$ cat src/rtl/lsb_evt_if.sv
// lsb_evt_if: register bus between a processor and the lsb_evt event-capture
// block. The master drives the address/write side and the slave returns read
// data and the interrupt request.
interface lsb_evt_if;
   logic        addr;      // 0 = event register, 1 = irq-enable register
   logic        wr;        // one-cycle write strobe
   logic [31:0] data_in;   // write data
   logic [31:0] data_out;  // read data, combinational on addr
   logic        irq;       // registered level interrupt

   modport master (
      output addr,
      output wr,
      output data_in,
      input  data_out,
      input  irq
   );

   modport slave (
      input  addr,
      input  wr,
      input  data_in,
      output data_out,
      output irq
   );
endinterface

$ cat src/rtl/lsb_evt.sv
// lsb_evt: event capture for the debounced button/switch levels.
// Latches rising/falling edges (and, with LSB_EVT_LONG_EN defined, long-press
// events) into sticky write-1-to-clear registers and raises a level interrupt
// for any enabled pending event.
// Optional feature macro: LSB_EVT_LONG_EN (per-input hold counters/long-press).
module lsb_evt #(
   parameter int unsigned NUM_IN     = 8,
   parameter int unsigned LONG_TICKS = 25000000,
   parameter int unsigned CNT_W      = 25
) (
   input  logic              clk,
   input  logic              rst,
   input  logic [NUM_IN-1:0] in,
   lsb_evt_if.slave          bus
);

   // Bits of each 8-bit field that correspond to a monitored input.
   localparam logic [7:0] IN_MASK = 8'((9'd1 << NUM_IN) - 9'd1);

   typedef enum logic {
      ST_IDLE,
      ST_ARMED
   } state_t;

   state_t      state;
   state_t      state_next;
   logic        armed;

   logic [7:0]  in_w;
   logic [7:0]  prev;
   logic [7:0]  rise;
   logic [7:0]  fall;
   logic [7:0]  long_q;
   logic [23:0] mask;
   logic        irq_q;

   logic        ev_wr;
   logic        en_wr;
   logic [7:0]  clr_rise;
   logic [7:0]  clr_fall;
   logic [7:0]  clr_long;
   logic [7:0]  rise_set;
   logic [7:0]  fall_set;
   logic [7:0]  long_set;

   logic        unused_bits;

   assign in_w        = 8'(in);
   assign unused_bits = ^bus.data_in[31:24];

   // Arming state register: the first edge after reset only samples prev.
   always_ff @(posedge clk or posedge rst) begin
      if (rst) state <= ST_IDLE;
      else     state <= state_next;
   end

   // Arming next-state: IDLE always moves to ARMED and stays there.
   always_comb begin
      state_next = state;
      armed      = 1'b0;
      case (state)
         ST_IDLE:  state_next = ST_ARMED;
         ST_ARMED: armed      = 1'b1;
         default:  state_next = ST_IDLE;
      endcase
   end

   // Write decode and edge detection for the sticky event bits.
   always_comb begin
      ev_wr    = bus.wr & ~bus.addr;
      en_wr    = bus.wr &  bus.addr;
      clr_rise = '0;
      clr_fall = '0;
      clr_long = '0;
      if (ev_wr) begin
         clr_rise = bus.data_in[7:0];
         clr_fall = bus.data_in[15:8];
         clr_long = bus.data_in[23:16];
      end
      rise_set = '0;
      fall_set = '0;
      if (armed) begin
         rise_set = in_w & ~prev & IN_MASK;
         fall_set = ~in_w & prev & IN_MASK;
      end
   end

`ifdef LSB_EVT_LONG_EN
   localparam logic [7:0]       LONG_MASK = IN_MASK;
   localparam logic [CNT_W-1:0] CNT_SAT   = CNT_W'(LONG_TICKS - 1);
   localparam logic [CNT_W-1:0] CNT_NEAR  = CNT_W'(LONG_TICKS - 2);

   logic [CNT_W-1:0] cnt [NUM_IN];

   // Per-input hold counters; saturate so a held input fires only once.
   always_ff @(posedge clk or posedge rst) begin
      if (rst) begin
         for (int unsigned i = 0; i < NUM_IN; i++) cnt[i] <= '0;
      end else begin
         for (int unsigned i = 0; i < NUM_IN; i++) begin
            if (!in[i])
               cnt[i] <= '0;
            else if (armed && prev[i] && (cnt[i] != CNT_SAT))
               cnt[i] <= cnt[i] + CNT_W'(1);
         end
      end
   end

   // Long-press fires on the single increment that reaches saturation.
   always_comb begin
      long_set = '0;
      for (int unsigned i = 0; i < NUM_IN; i++)
         long_set[i] = armed & in[i] & prev[i] & (cnt[i] == CNT_NEAR);
   end
`else
   localparam logic [7:0]  LONG_MASK  = '0;
   localparam int unsigned unused_cfg = LONG_TICKS + CNT_W;

   assign long_set = '0;
`endif

   // Previous-level register, reloaded every cycle independent of writes.
   always_ff @(posedge clk or posedge rst) begin
      if (rst) prev <= '0;
      else     prev <= in_w & IN_MASK;
   end

   // Sticky event registers: a set in the same cycle as a clear wins.
   always_ff @(posedge clk or posedge rst) begin
      if (rst) begin
         rise   <= '0;
         fall   <= '0;
         long_q <= '0;
      end else begin
         rise   <= ((rise   & ~clr_rise) | rise_set) & IN_MASK;
         fall   <= ((fall   & ~clr_fall) | fall_set) & IN_MASK;
         long_q <= ((long_q & ~clr_long) | long_set) & LONG_MASK;
      end
   end

   // Interrupt-enable register; bits for absent inputs/features stay 0.
   always_ff @(posedge clk or posedge rst) begin
      if (rst)
         mask <= '0;
      else if (en_wr)
         mask <= {bus.data_in[23:16] & LONG_MASK,
                  bus.data_in[15:8]  & IN_MASK,
                  bus.data_in[7:0]   & IN_MASK};
   end

   // Registered interrupt from the currently pending enabled events.
   always_ff @(posedge clk or posedge rst) begin
      if (rst) irq_q <= 1'b0;
      else     irq_q <= |({long_q, fall, rise} & mask);
   end

   assign bus.irq      = irq_q;
   assign bus.data_out = bus.addr ? {8'h00, mask} : {8'h00, long_q, fall, rise};

endmodule

$ cat src/flat_wrapper.sv
// flat-port wrapper written by rule: the top's interface ports become plain ports
module lsb_evt_flat 
#(
   parameter int unsigned NUM_IN     = 8,
   parameter int unsigned LONG_TICKS = 25000000,
   parameter int unsigned CNT_W      = 25
)
  (clk, rst, in, bus_addr, bus_wr, bus_data_in, bus_data_out, bus_irq);
  lsb_evt_if bus_i ();
  input  logic clk;
  input  logic rst;
  input  logic [NUM_IN-1:0] in;
  input wire logic [$bits(bus_i.addr)-1:0] bus_addr;
  input wire logic [$bits(bus_i.wr)-1:0] bus_wr;
  input wire logic [$bits(bus_i.data_in)-1:0] bus_data_in;
  output wire logic [$bits(bus_i.data_out)-1:0] bus_data_out;
  output wire logic [$bits(bus_i.irq)-1:0] bus_irq;
  assign bus_i.addr = bus_addr;
  assign bus_i.wr = bus_wr;
  assign bus_i.data_in = bus_data_in;
  assign bus_data_out = bus_i.data_out;
  assign bus_irq = bus_i.irq;
  lsb_evt #(.NUM_IN(NUM_IN), .LONG_TICKS(LONG_TICKS), .CNT_W(CNT_W)) u_core (.clk(clk), .rst(rst), .in(in), .bus(bus_i));
endmodule
$ cat config.mk
export PLATFORM = sky130hd
export DESIGN_NAME = lsb_evt_flat
export DESIGN_NICKNAME = d
export VERILOG_FILES = /design/src/rtl/lsb_evt_if.sv /design/src/rtl/lsb_evt.sv /design/src/flat_wrapper.sv
export SDC_FILE = /design/constraint.sdc
export NUM_CORES = 1
export LEC_CHECK = 0
export ABC_AREA = 0
export CAP_MARGIN = 10
export CORE_UTILIZATION = 48
export CTS_BUF_LIST = sky130_fd_sc_hd__clkbuf_2
export DETAILED_ROUTE_END_ITERATION = 16
export GPL_TIMING_DRIVEN = 1
export PLACE_DENSITY = 0.9
export SYNTH_ARGS = -nofsm -noshare
export SYNTH_HDL_FRONTEND = slang
export SYNTH_SLANG_ARGS = --single-unit
$ cat constraint.sdc
create_clock -name clk -period 2.1 [get_ports clk]
set_clock_uncertainty 0.15 [all_clocks]
set_input_delay 0.42 -clock clk [delete_from_list [all_inputs] [get_ports clk]]
set_output_delay 0.42 -clock clk [all_outputs]
set_load 0.05 [all_outputs]
# After elaboration in Yosys (flattened, before gate mapping)
# Cells that the tools add are included.
[totals]
word_cells = 27
output_inout_bits = 33
regBits = 42
[classes]
n_bitwise = 14
mux = 6
n_reduce_logical = 1
[ops]
columns = ["op", "n"]
rows = [
  ["$and 8x8->8", 4],
  ["$mux 8", 4],
  ["$not 8->8", 4],
  ["$reduce_or 24->1", 1],
  ["$and 16x16->16", 1],
  ["$mux 16", 1],
  ["$or 8x8->8", 2],
  ["$and 1x1->1", 2],
  ["$mux 1", 1],
  ["$not 1->1", 1],
]

# Depth between registers and ports, before layout
# Gate-level depths: netlist (run 1).
[logic_depth]
word_depth = 6
ltp_mapped = 6
depth_no_buf = 3

# Least setup slack after synthesis (run 1)
# OpenSTA, ideal clock, no wires.
[synth_path]
path_kind = "input to output"
from = "in bus_addr"
to = "out bus_data_out[10]"
arrival_ns = 1.210
slack_ns = 0.320
n_path_buf = 2
stages = 3
path_cell_list = "buf_6 > buf_2 > mux2_2"
[synth_via]
elab_chain_cells = 1
[synth_rtl]
columns = ["item", "line", "source"]
rows = [
  ["start: declaration", "flat_wrapper.sv:13", "input wire logic [$bits(bus_i.addr)-1:0] bus_addr;"],
  ["$mux 16", "lsb_evt.sv:158", "assign bus.data_out = bus.addr ? {8'h00, mask} : {8'h00, long_q, fall, rise};"],
  ["end: declaration", "flat_wrapper.sv:16", "output wire logic [$bits(bus_i.data_out)-1:0] bus_data_out;"],
]
# No other way between the ends.

# Final worst setup path (run 1)
[layout_path]
from = "in bus_addr"
to = "out bus_data_out[4]"
# Same word-level chain as after synthesis.

==> impl_metrics.prom, run 1 <==
# TYPE chip_impl_metric gauge
chip_impl_info{name="outcome",value="completed"} 1
chip_impl_metric{name="post_synth.cell_area_avg",unit="µm²"} 12.3
chip_impl_metric{name="fraction_of_the_yosys_area_taken_by_sequential_cells",unit=""} 0.537
chip_impl_metric{name="power.density_cell_area",unit="nW/µm²"} 821
chip_impl_metric{name="cts_buffers",unit=""} 5
chip_impl_metric{name="grt_remaining_overflow",unit=""} 0
chip_impl_metric{name="drc_errors",unit=""} 0
chip_impl_metric{name="dpl.hpwl",unit="µm"} 2650
chip_impl_metric{name="period_needed",unit="ns"} 1.93
chip_impl_metric{name="max-cap-violations",unit=""} 0
chip_impl_metric{name="final_net_count",unit=""} 252
chip_impl_metric{name="timing.slew.headroom",unit=""} 0.638
chip_impl_metric{name="post_synth_xor_xnor_area",unit=""} 0
chip_impl_info{name="timing.hold.worst.class",value="input port to asynchronous set/reset pin"} 1
chip_impl_metric{name="grt_antenna_before_repair",unit=""} 0
chip_impl_metric{name="crit_fanout",unit=""} 9
chip_impl_metric{name="max_slew.worst_pin.slew",unit="ns"} 0.542
chip_impl_metric{name="detail_route.first_pass.iterations",unit=""} 4
chip_impl_metric{name="cts_sinks",unit=""} 42
chip_impl_metric{name="postSynthCellCount",unit=""} 159
chip_impl_metric{name="final_cell_area",unit="µm²"} 2430
chip_impl_metric{name="combPwrFrac",unit=""} 0.341
chip_impl_info{name="most_common_cell_in_the_synthesized_netlist",value="dfrtp_1"} 1
chip_impl_metric{name="buffer_ports.inserted",unit=""} 44
chip_impl_info{name="unrepaired_setup_endpoints_after_global_routing",value="no"} 1
chip_impl_metric{name="p_switching",unit="mW"} 0.736
chip_impl_metric{name="drt_iter0_drc",unit=""} 62
chip_impl_metric{name="cts.reportedPaths.clkPinSlew",unit="ns"} 0.20
chip_impl_info{name="ys_top_cells_by_area",value="dfrtp_1 54%, mux2_2 18%, buf_4 6.5%, nand2_1 4.6%, a32o_1 4.1%"} 1
chip_impl_metric{name="final.setup.tns",unit="ns"} 0
chip_impl_metric{name="instance_area_at_placement",unit="µm²"} 2370
chip_impl_metric{name="area_growth",unit="%"} 24.4
chip_impl_info{name="criticalPathCategory",value="input port to primary output"} 1
chip_impl_metric{name="critical_path_required",unit="ns"} 1.53
chip_impl_metric{name="n_antenna_cell",unit=""} 0
chip_impl_metric{name="first_pass_grt_wire_length",unit="µm"} 6380
chip_impl_metric{name="grt_pass1_vias",unit=""} 1336
chip_impl_metric{name="vias_per_instance",unit=""} 5.29
chip_impl_info{name="crit_path_start_kind",value="input port"} 1
chip_impl_metric{name="initial_util",unit=""} 0.519
chip_impl_info{name="commonest_cells_in_the_synthesized_netlist",value="42 x dfrtp_1, 32 x mux2_2, 24 x nand2_1"} 1
chip_impl_metric{name="postSynthRegisterBits",unit=""} 42
chip_impl_metric{name="die_height",unit="µm"} 65.9
chip_impl_info{name="ctsRootBufferMaster",value="clkbuf_2"} 1
chip_impl_metric{name="yosys.area_share.simple",unit=""} 0.0556
chip_impl_metric{name="htree_levels",unit=""} 2
chip_impl_metric{name="ant_nets",unit=""} 0
chip_impl_metric{name="synthDominantCellAreaShare",unit=""} 0.537
chip_impl_metric{name="synth-async-reset-ratio",unit=""} 1.00
chip_impl_metric{name="finalHoldViolCount",unit=""} 0
chip_impl_metric{name="final_util",unit=""} 0.646
chip_impl_metric{name="edff_count_synth",unit=""} 0
chip_impl_metric{name="core_area",unit="µm²"} 3770
chip_impl_info{name="synth_top_area_cell",value="dfrtp_1"} 1
chip_impl_metric{name="slew_viol_final",unit=""} 0
chip_impl_metric{name="final-setup-viol-count",unit=""} 0
chip_impl_metric{name="timing.fmax",unit="MHz"} 519
chip_impl_metric{name="critPathMaxStageDelay",unit="ns"} 0.33
chip_impl_metric{name="grt.total_usage",unit=""} 0.206
chip_impl_info{name="yosys_most_used_dff",value="dfrtp_1"} 1
chip_impl_metric{name="floorplan.die_area",unit="µm²"} 4340
chip_impl_metric{name="synth_warn",unit=""} 0
chip_impl_metric{name="multiplexer_area_fraction_after_synthesis",unit=""} 0.184
chip_impl_metric{name="post-route-period-util",unit=""} 0.917
chip_impl_info{name="largest_family_of_logic_cells_by_synthesized_area",value="multiplexers"} 1
chip_impl_metric{name="synth_compound_gate_area_share",unit=""} 0.113
chip_impl_metric{name="pin_count",unit=""} 77
chip_impl_metric{name="dr_vias",unit=""} 1354
chip_impl_info{name="cp-end-kind",value="primary output"} 1
chip_impl_metric{name="final_weighted_congestion_in_routability_driven_placement",unit=""} 0.756
chip_impl_metric{name="cp_data_arrival_time",unit="ns"} 1.36
chip_impl_metric{name="row_count",unit=""} 22
chip_impl_metric{name="final_layout_size_suffix_gt1_frac",unit=""} 0.303
chip_impl_metric{name="yosysUniqueCellTypes",unit=""} 16
chip_impl_metric{name="p_seq_frac",unit=""} 0.497
chip_impl_metric{name="clk_path_buf_depth",unit=""} 2
chip_impl_metric{name="largest_net_degree_at_the_start_of_global_routing",unit=""} 43
chip_impl_metric{name="synth_area",unit="µm²"} 1960
chip_impl_metric{name="p_leak",unit="nW"} 1.09
chip_impl_info{name="cts_tree",value="yes"} 1
chip_impl_metric{name="post_cts_buffers",unit=""} 0
chip_impl_info{name="slowest_stage",value="mux2_2"} 1
chip_impl_metric{name="drt-total-wl",unit="µm"} 3940
chip_impl_metric{name="synth_fa_ha_area_frac",unit=""} 0
chip_impl_metric{name="latest_clock_arrival_within_the_worst_skew_pair",unit="ns"} 0.40
chip_impl_metric{name="swShare",unit=""} 0.368
chip_impl_metric{name="peakVddDrop",unit="mV"} 0.369
chip_impl_metric{name="power.share.clock",unit=""} 0.162
chip_impl_metric{name="intPower",unit="mW"} 1.26
chip_impl_metric{name="post_drt_wl_per_cell",unit="µm"} 15.4
chip_impl_info{name="cp_cell_sequence",value="clkbuf_2, bufbuf_16, mux2_2, buf_4"} 1
chip_impl_metric{name="die_width",unit="µm"} 65.9
worst paths after layout:
check	start	endpoint	slack, ns	cells past startpoint
max in group asynchronous	rst	u_core.mask[2]	1.40	3
min in group clk	u_core.prev[6]	u_core.rise[6]	0.31	1
min reg2reg	u_core.prev[6]	u_core.rise[6]	0.31	1
max	bus_addr	bus_data_out[4]	0.17	4
min	rst	u_core.mask[13]	0.19	3
max reg2reg	u_core.fall[0]	u_core.bus.irq	0.73	3
timing repair:
action	4_1_cts	5_1_grt
gates cloned	1	0
gates resized for setup	2	2
hold buffers	0	0
setup endpoints to repair	17	7
cell usage in the layout, fill, tap and decap left out, types with 2 or more instances in the layout:
| cell | count |
|---|---|
| conb_1 | 17 |
| inv_1 | 9 |
| clkdlybuf4s50_1 | 26 |
| clkbuf_2 | 6 |
| a221oi_1 | 4 |
| a32o_1 | 8 |
| o2bb2ai_1 | 8 |
| a22o_1 | 4 |
| buf_12 | 3 |
| buf_4 | 18 |
| dfrtp_1 | 42 |
| clkinv_2 | 2 |
| mux2_2 | 32 |
| nand2_1 | 24 |
flip-flops by register name, indices dropped and copies added (netlist names):
name / cells
u_core.bus.irq: 1
u_core.prev: 8
u_core.mask: 16
u_core.rise: 8
u_core.state: 1
u_core.fall: 8
stage by stage:
| step | hold slack, ns | power [mW] | worst slack (ns) | std cells |
|---|---|---|---|---|
| final | 0.190 | 2.00 | 0.174 | 256 |
| after global routing | 0.211 | 2.09 | 0.149 | 256 |
| after CTS | 0.196 | 2.00 | 0.00136 | 256 |
| after detailed placement | 0.288 | 1.68 | -0.116 | 248 |
| after global placement | 0.275 | 1.67 | -0.119 | 248 |
| after floorplan | 0.266 | 1.49 | 0.320 | 174 |
power groups by stage:
| stage | Clock (mW) | Combinational, mW | Sequential, mW |
|---|---|---|---|
| after floorplan | 0 | 0.513 | 0.981 |
| after global placement | 0 | 0.665 | 1.00 |
| after detailed placement | 0 | 0.674 | 1.01 |
| after CTS | 0.330 | 0.684 | 0.991 |
| after global routing | 0.367 | 0.718 | 1.01 |
| final | 0.323 | 0.681 | 0.994 |
worst max-delay path: cells and delay by family:
family	cells	cell delay, ns
mux	1	0.33
buf+inv	3	0.61
metal layers:
metal  part of all wire  routed length [µm]  track usage  up-vias
li1                   -                   -            -      626
met1               0.43                1690        0.273      661
met2               0.49                1920        0.320       60
met3              0.068                 270       0.0466        7
met4              0.016                  63       0.0951        0
met5                  0                   0            0        -
cell type report:
type                            instances  area (µm²)
Clock buffer                            5        25.0
Clock inverter                          2        10.0
Fill cell                             298        1340
Inverter                                9        33.8
Multi-Input combinational cell        100         753
Sequential cell                        42        1050
Tap cell                               48        60.1
Timing Repair Buffer                   50         502
kinds of logic after synthesis:
logic type,Yosys count
mux,32
compound gates,24
flops,42
simple gates,27
other cells,2
buf+inv,32
Note: power is estimated with default switching activity, not from simulation.
==> run 2, diff against run 1 <==
- PLACE_DENSITY: 0.9 -> 0.95
==> impl_metrics.prom, run 2 (synthesis results as in run 1) <==
# TYPE chip_impl_metric gauge
chip_impl_info{name="outcome",value="completed"} 1
chip_impl_metric{name="grt_remaining_overflow",unit=""} 0
chip_impl_info{name="unrepaired_setup_endpoints_after_global_routing",value="no"} 1
chip_impl_info{name="layout.cells.most_common_list",value="42 x dfrtp_1, 32 x mux2_2, 26 x clkdlybuf4s50_1"} 1
chip_impl_metric{name="hold_buffers",unit=""} 0
chip_impl_metric{name="pin_count",unit=""} 77
chip_impl_metric{name="post-place-cells",unit=""} 247
chip_impl_metric{name="power.density_cell_area",unit="nW/µm²"} 828
chip_impl_metric{name="initial_util",unit=""} 0.519
chip_impl_metric{name="timing.fmax",unit="MHz"} 518
chip_impl_metric{name="first_pass_grt_wire_length",unit="µm"} 6860
chip_impl_metric{name="wirelength_met1",unit="µm"} 1690
chip_impl_metric{name="peakVddDrop",unit="mV"} 0.364
chip_impl_metric{name="die_width",unit="µm"} 65.9
chip_impl_metric{name="final_cell_area",unit="µm²"} 2430
chip_impl_metric{name="cts_sinks",unit=""} 42
chip_impl_metric{name="row_count",unit=""} 22
chip_impl_info{name="top_layer_used",value="met4"} 1
chip_impl_metric{name="vias_per_instance",unit=""} 5.35
chip_impl_metric{name="post-route-period-util",unit=""} 0.920
chip_impl_info{name="criticalPathCategory",value="input port to primary output"} 1
chip_impl_metric{name="grt.total_usage",unit=""} 0.216
chip_impl_metric{name="post_drt_wl_per_cell",unit="µm"} 15.8
chip_impl_metric{name="buffer_ports.inserted",unit=""} 44
chip_impl_metric{name="final.setup.tns",unit="ns"} 0
chip_impl_metric{name="instance_area_at_placement",unit="µm²"} 2350
chip_impl_metric{name="finalHoldViolCount",unit=""} 0
chip_impl_metric{name="final_net_count",unit=""} 252
chip_impl_metric{name="largest_register_ffs",unit=""} 16
chip_impl_metric{name="max-cap-violations",unit=""} 0
chip_impl_metric{name="htree_levels",unit=""} 2
chip_impl_metric{name="clk_path_buf_depth",unit=""} 2
chip_impl_metric{name="finish.cell_count_without_fillers",unit=""} 257
chip_impl_metric{name="period_needed",unit="ns"} 1.93
chip_impl_info{name="slowest_stage",value="mux2_2"} 1
chip_impl_metric{name="drt_iter0_drc",unit=""} 77
chip_impl_metric{name="cp_data_arrival_time",unit="ns"} 1.36
chip_impl_info{name="timing.hold.worst.class",value="input port to asynchronous set/reset pin"} 1
chip_impl_info{name="layout.cells.most_common",value="dfrtp_1"} 1
chip_impl_metric{name="floorplan.die_area",unit="µm²"} 4340
chip_impl_metric{name="slew_viol_final",unit=""} 0
chip_impl_metric{name="core_area",unit="µm²"} 3770
chip_impl_metric{name="critical_path_required",unit="ns"} 1.53
chip_impl_metric{name="met2RoutedLength",unit="µm"} 2040
chip_impl_metric{name="cts_buffers",unit=""} 5
chip_impl_metric{name="final_weighted_congestion_in_routability_driven_placement",unit=""} 0.767
chip_impl_metric{name="final-setup-viol-count",unit=""} 0
chip_impl_metric{name="crit_fanout",unit=""} 8
chip_impl_info{name="crit_path_start_kind",value="input port"} 1
chip_impl_metric{name="dr_vias",unit=""} 1376
chip_impl_info{name="ctsRootBufferMaster",value="clkbuf_2"} 1
chip_impl_metric{name="grt_pass1_vias",unit=""} 1447
chip_impl_info{name="cp_cell_sequence",value="clkbuf_2, bufbuf_16, mux2_2, buf_4"} 1
chip_impl_metric{name="n_antenna_cell",unit=""} 0
chip_impl_metric{name="dpl.hpwl",unit="µm"} 2640
chip_impl_metric{name="latest_clock_arrival_within_the_worst_skew_pair",unit="ns"} 0.40
chip_impl_info{name="cts_tree",value="yes"} 1
chip_impl_metric{name="dr_wl_met3",unit="µm"} 263
chip_impl_metric{name="regToRegSetupSlack",unit="ns"} 0.73
chip_impl_metric{name="final_util",unit=""} 0.643
chip_impl_info{name="cp-end-kind",value="primary output"} 1
chip_impl_metric{name="post-layout-total-power",unit="mW"} 2.01
chip_impl_metric{name="timing.slew.headroom",unit=""} 0.654
chip_impl_metric{name="final_layout_size_suffix_gt1_frac",unit=""} 0.301
chip_impl_metric{name="grt_antenna_before_repair",unit=""} 0
chip_impl_metric{name="drc_errors",unit=""} 0
chip_impl_metric{name="area_growth",unit="%"} 24.0
chip_impl_metric{name="p_leak",unit="nW"} 1.09
chip_impl_metric{name="max_slew.worst_pin.slew",unit="ns"} 0.519
chip_impl_metric{name="detail_route.first_pass.iterations",unit=""} 4
chip_impl_metric{name="largest_net_degree_at_the_start_of_global_routing",unit=""} 43
chip_impl_metric{name="ant_nets",unit=""} 0
chip_impl_info{name="largest-register",value="u_core.mask"} 1
chip_impl_metric{name="cts.reportedPaths.clkPinSlew",unit="ns"} 0.20
chip_impl_metric{name="drt-total-wl",unit="µm"} 4060
chip_impl_metric{name="die_height",unit="µm"} 65.9
chip_impl_metric{name="critPathMaxStageDelay",unit="ns"} 0.33
[run 2: timing repair]
item,4_1_cts,5_1_grt
setup endpoints to repair,17,7
cloned,1,0
gates resized for setup,2,2
setup buffers,1,0
[run 2: final cells by class]
type | count | area, µm²
clock buffer | 6 | 30.0
timing repair buffer | 50 | 489
sequential | 42 | 1050
tap | 48 | 60.1
multi-input combinational | 100 | 753
clock inverter | 2 | 8.76
fill | 293 | 1350
inverter | 9 | 33.8
[run 2: path summary, 6_finish.rpt]
check                                from         endpoint  depth (start not counted)
min reg2reg                u_core.prev[6]   u_core.rise[6]                          1
min                                   rst   u_core.fall[3]                          3
max reg2reg                u_core.fall[0]   u_core.bus.irq                          3
max                              bus_addr  bus_data_out[4]                          4
max in group asynchronous             rst   u_core.prev[2]                          3
min in group clk                    in[1]   u_core.prev[1]                          1
[run 2: worst max-delay path, delay by kind of cell]
kind                   cells  cell delay (ns)
buffers and inverters      3             0.61
multiplexers               1             0.33
[run 2: layer usage]
metal / global-route usage / vias to the layer above
li1: - / 627
met1: 0.260 / 687
met2: 0.353 / 50
met3: 0.0672 / 12
met4: 0.0924 / 0
met5: 0 / -
[run 2: where the power goes]
group,total [mW],switching [mW],internal (mW)
combinational,0.680,0.404,0.276
clock,0.331,0.249,0.0818
sequential,0.998,0.0863,0.912
total,2.01,0.740,1.27
[run 2: through the flow]
stage | hold WS, ns | worst slack (ns)
floorplan | 0.266 | 0.320
global placement | 0.276 | -0.115
detailed placement | 0.309 | -0.121
CTS | 0.269 | 0.00184
global route | 0.306 | 0.137
finish | 0.256 | 0.168
==> edit (config.mk and constraints of run 1) <==
`NUM_IN` is set to 8 in 2 places; all go to 6.
--- a/src/rtl/lsb_evt.sv
+++ b/src/rtl/lsb_evt.sv
@@ -4,7 +4,7 @@
 // for any enabled pending event.
 // Optional feature macro: LSB_EVT_LONG_EN (per-input hold counters/long-press).
 module lsb_evt #(
-   parameter int unsigned NUM_IN     = 8,
+   parameter int unsigned NUM_IN     = 6,
    parameter int unsigned LONG_TICKS = 25000000,
    parameter int unsigned CNT_W      = 25
 ) (
--- a/src/flat_wrapper.sv
+++ b/src/flat_wrapper.sv
@@ -1,7 +1,7 @@
 // flat-port wrapper written by rule: the top's interface ports become plain ports
 module lsb_evt_flat 
 #(
-   parameter int unsigned NUM_IN     = 8,
+   parameter int unsigned NUM_IN     = 6,
    parameter int unsigned LONG_TICKS = 25000000,
    parameter int unsigned CNT_W      = 25
 )
Ports: changed (resized in); port bits go from 77 to 75. The function was not compared with the original's and may differ.
==> edit against run 1 <==
  * Synthesized area fell by 20%
  * Sequential share of layout area fell by 2.5 points
  * Sequential cell count fell by 10
  * Final cell count fell by 16%
  * Routed wire length fell by 16%
  * Final area fell by 19%
  * Total power fell by 19%
  * Worst setup slack got worse by 0.13 ns
  * Global-route usage rose by 0.31 points
  * Count of clock-buffer cells in the layout rose by 2
  * Critical endpoint unchanged
  * Largest cell class unchanged
==> edit: results (changes against run 1) <==
GRT
  – Largest net degree at the start of global routing: 33 (-23%)
  – Gr usage total: 0.209 (+0.00307)
  – Vias in the first global route: 1102 (-18%)
  – First-pass GRT wire length: 5.23 mm (-18%)

Placed design
  – Post-DP HPWL: 2.37 mm (-11%)
  – Number of port buffers: 34 (-23%)
  – GPL Wtd Cong: 0.765 (+1.3%)
  – Pre-CTS setup slack: -0.115 ns (+0.00120 ns)
  – DP Area: 1890 um2 (-20%)
  – Placed cells: 206 (-17%)

Synthesis
  – Mux share of post-synthesis cell area: 0.196 (+0.0116)
  – Synth cell types: 17 (+1)
  – Synth Area in Compound Gates: 0.105 (-0.00752)
  – Main synth FF type: dfrtp_1
  – Share of synthesized registers carrying an async set or reset: 1.00 (unchanged)
  – Post-synthesis sequential area ratio: 0.509 (-0.0279)
  – Synth top area cells: dfrtp_1 (51%), buf_4 (10%), mux2_2 (10%)

Finish
  – Most flops, register: u_core.mask
  – Largest register FFs: 12 (-4)
  – Ant diodes: 0 (unchanged)
  – Layout cell share with drive strength beyond 1: 0.298 (-0.00464)

Route
  – Post-Route WL: 3.33 mm (-16%)
  – DRT iter0 DRCs: 33 (-47%)
  – Via-to-Cell Ratio: 5.08 (-4.0%)
  – Vias: 1092 (-19%)

Setup path
  – CP arrival: 1.49 ns (+0.13 ns)
  – Cell family with most CP delay: buffers and inverters
  – Crit Path Max Fanout: 7 (-2)

Pwr
  – Peak VDD IR: 0.430 mV (+17%)
  – Total leakage power: 0.928 nW (-15%)

Clock network
  – Worst skew pair latency: 0.35 ns (-0.05 ns)
  – Clock transition at path regs: 0.14 ns (-0.06 ns)

Outcome
  – Status: finished clean
[edit: cell types whose count changed after synthesis, sizes merged, moves of 2 or more]
| cell | change |
|---|---|
| a32o | -2 |
| dfrtp | -10 |
| inv | -2 |
| mux2 | -8 |
| nand2 | -6 |
| o2bb2ai | -2 |
[edit: final timing paths]
check	startpoint	to	slack (ns)	depth (start not counted)
worst max register to register	u_core.mask[8]	u_core.bus.irq	0.74	3
min in group clk	u_core.prev[4]	u_core.rise[4]	0.33	1
worst min register to register	u_core.prev[4]	u_core.rise[4]	0.33	1
worst min-delay path	rst	u_core.mask[5]	0.28	3
worst max-delay path	bus_addr	bus_data_out[4]	0.04	4
max in group asynchronous	rst	u_core.state	1.23	3
[edit: power breakdown]
| part | total (mW) | leakage (nW) | internal [mW] | switching [mW] |
|---|---|---|---|---|
| logic | 0.574 | 0.528 | 0.232 | 0.342 |
| registers | 0.763 | 0.370 | 0.695 | 0.0683 |
| clock network | 0.277 | 0.0306 | 0.0893 | 0.188 |
| total | 1.61 | 0.928 | 1.02 | 0.599 |
[edit: final cells by class]
class / instances / area [um2]
inverters: 7 / 26.3
multi-input cells: 84 / 639
repair buffers: 40 / 408
fillers: 239 / 1110
flip-flops and latches: 32 / 801
clock inverters: 1 / 3.75
clock buffers: 7 / 35.0
well taps: 44 / 55.1
[edit: routing by layer]
layer  routed length [um]  vias to the layer above  GRT usage  part of all wire
li1                     -                      492          -                 -
met1                 1380                      533      0.258              0.41
met2                 1630                       59      0.340              0.49
met3                  250                        8     0.0546             0.075
met4                   68                        0     0.0986             0.020
met5                    0                        -          0                 0
[edit: timing repair]
item                       CTS  global route
resized for setup            1             2
cloned                       1             0
setup endpoints to repair   12             6
hold buffers                 0             0
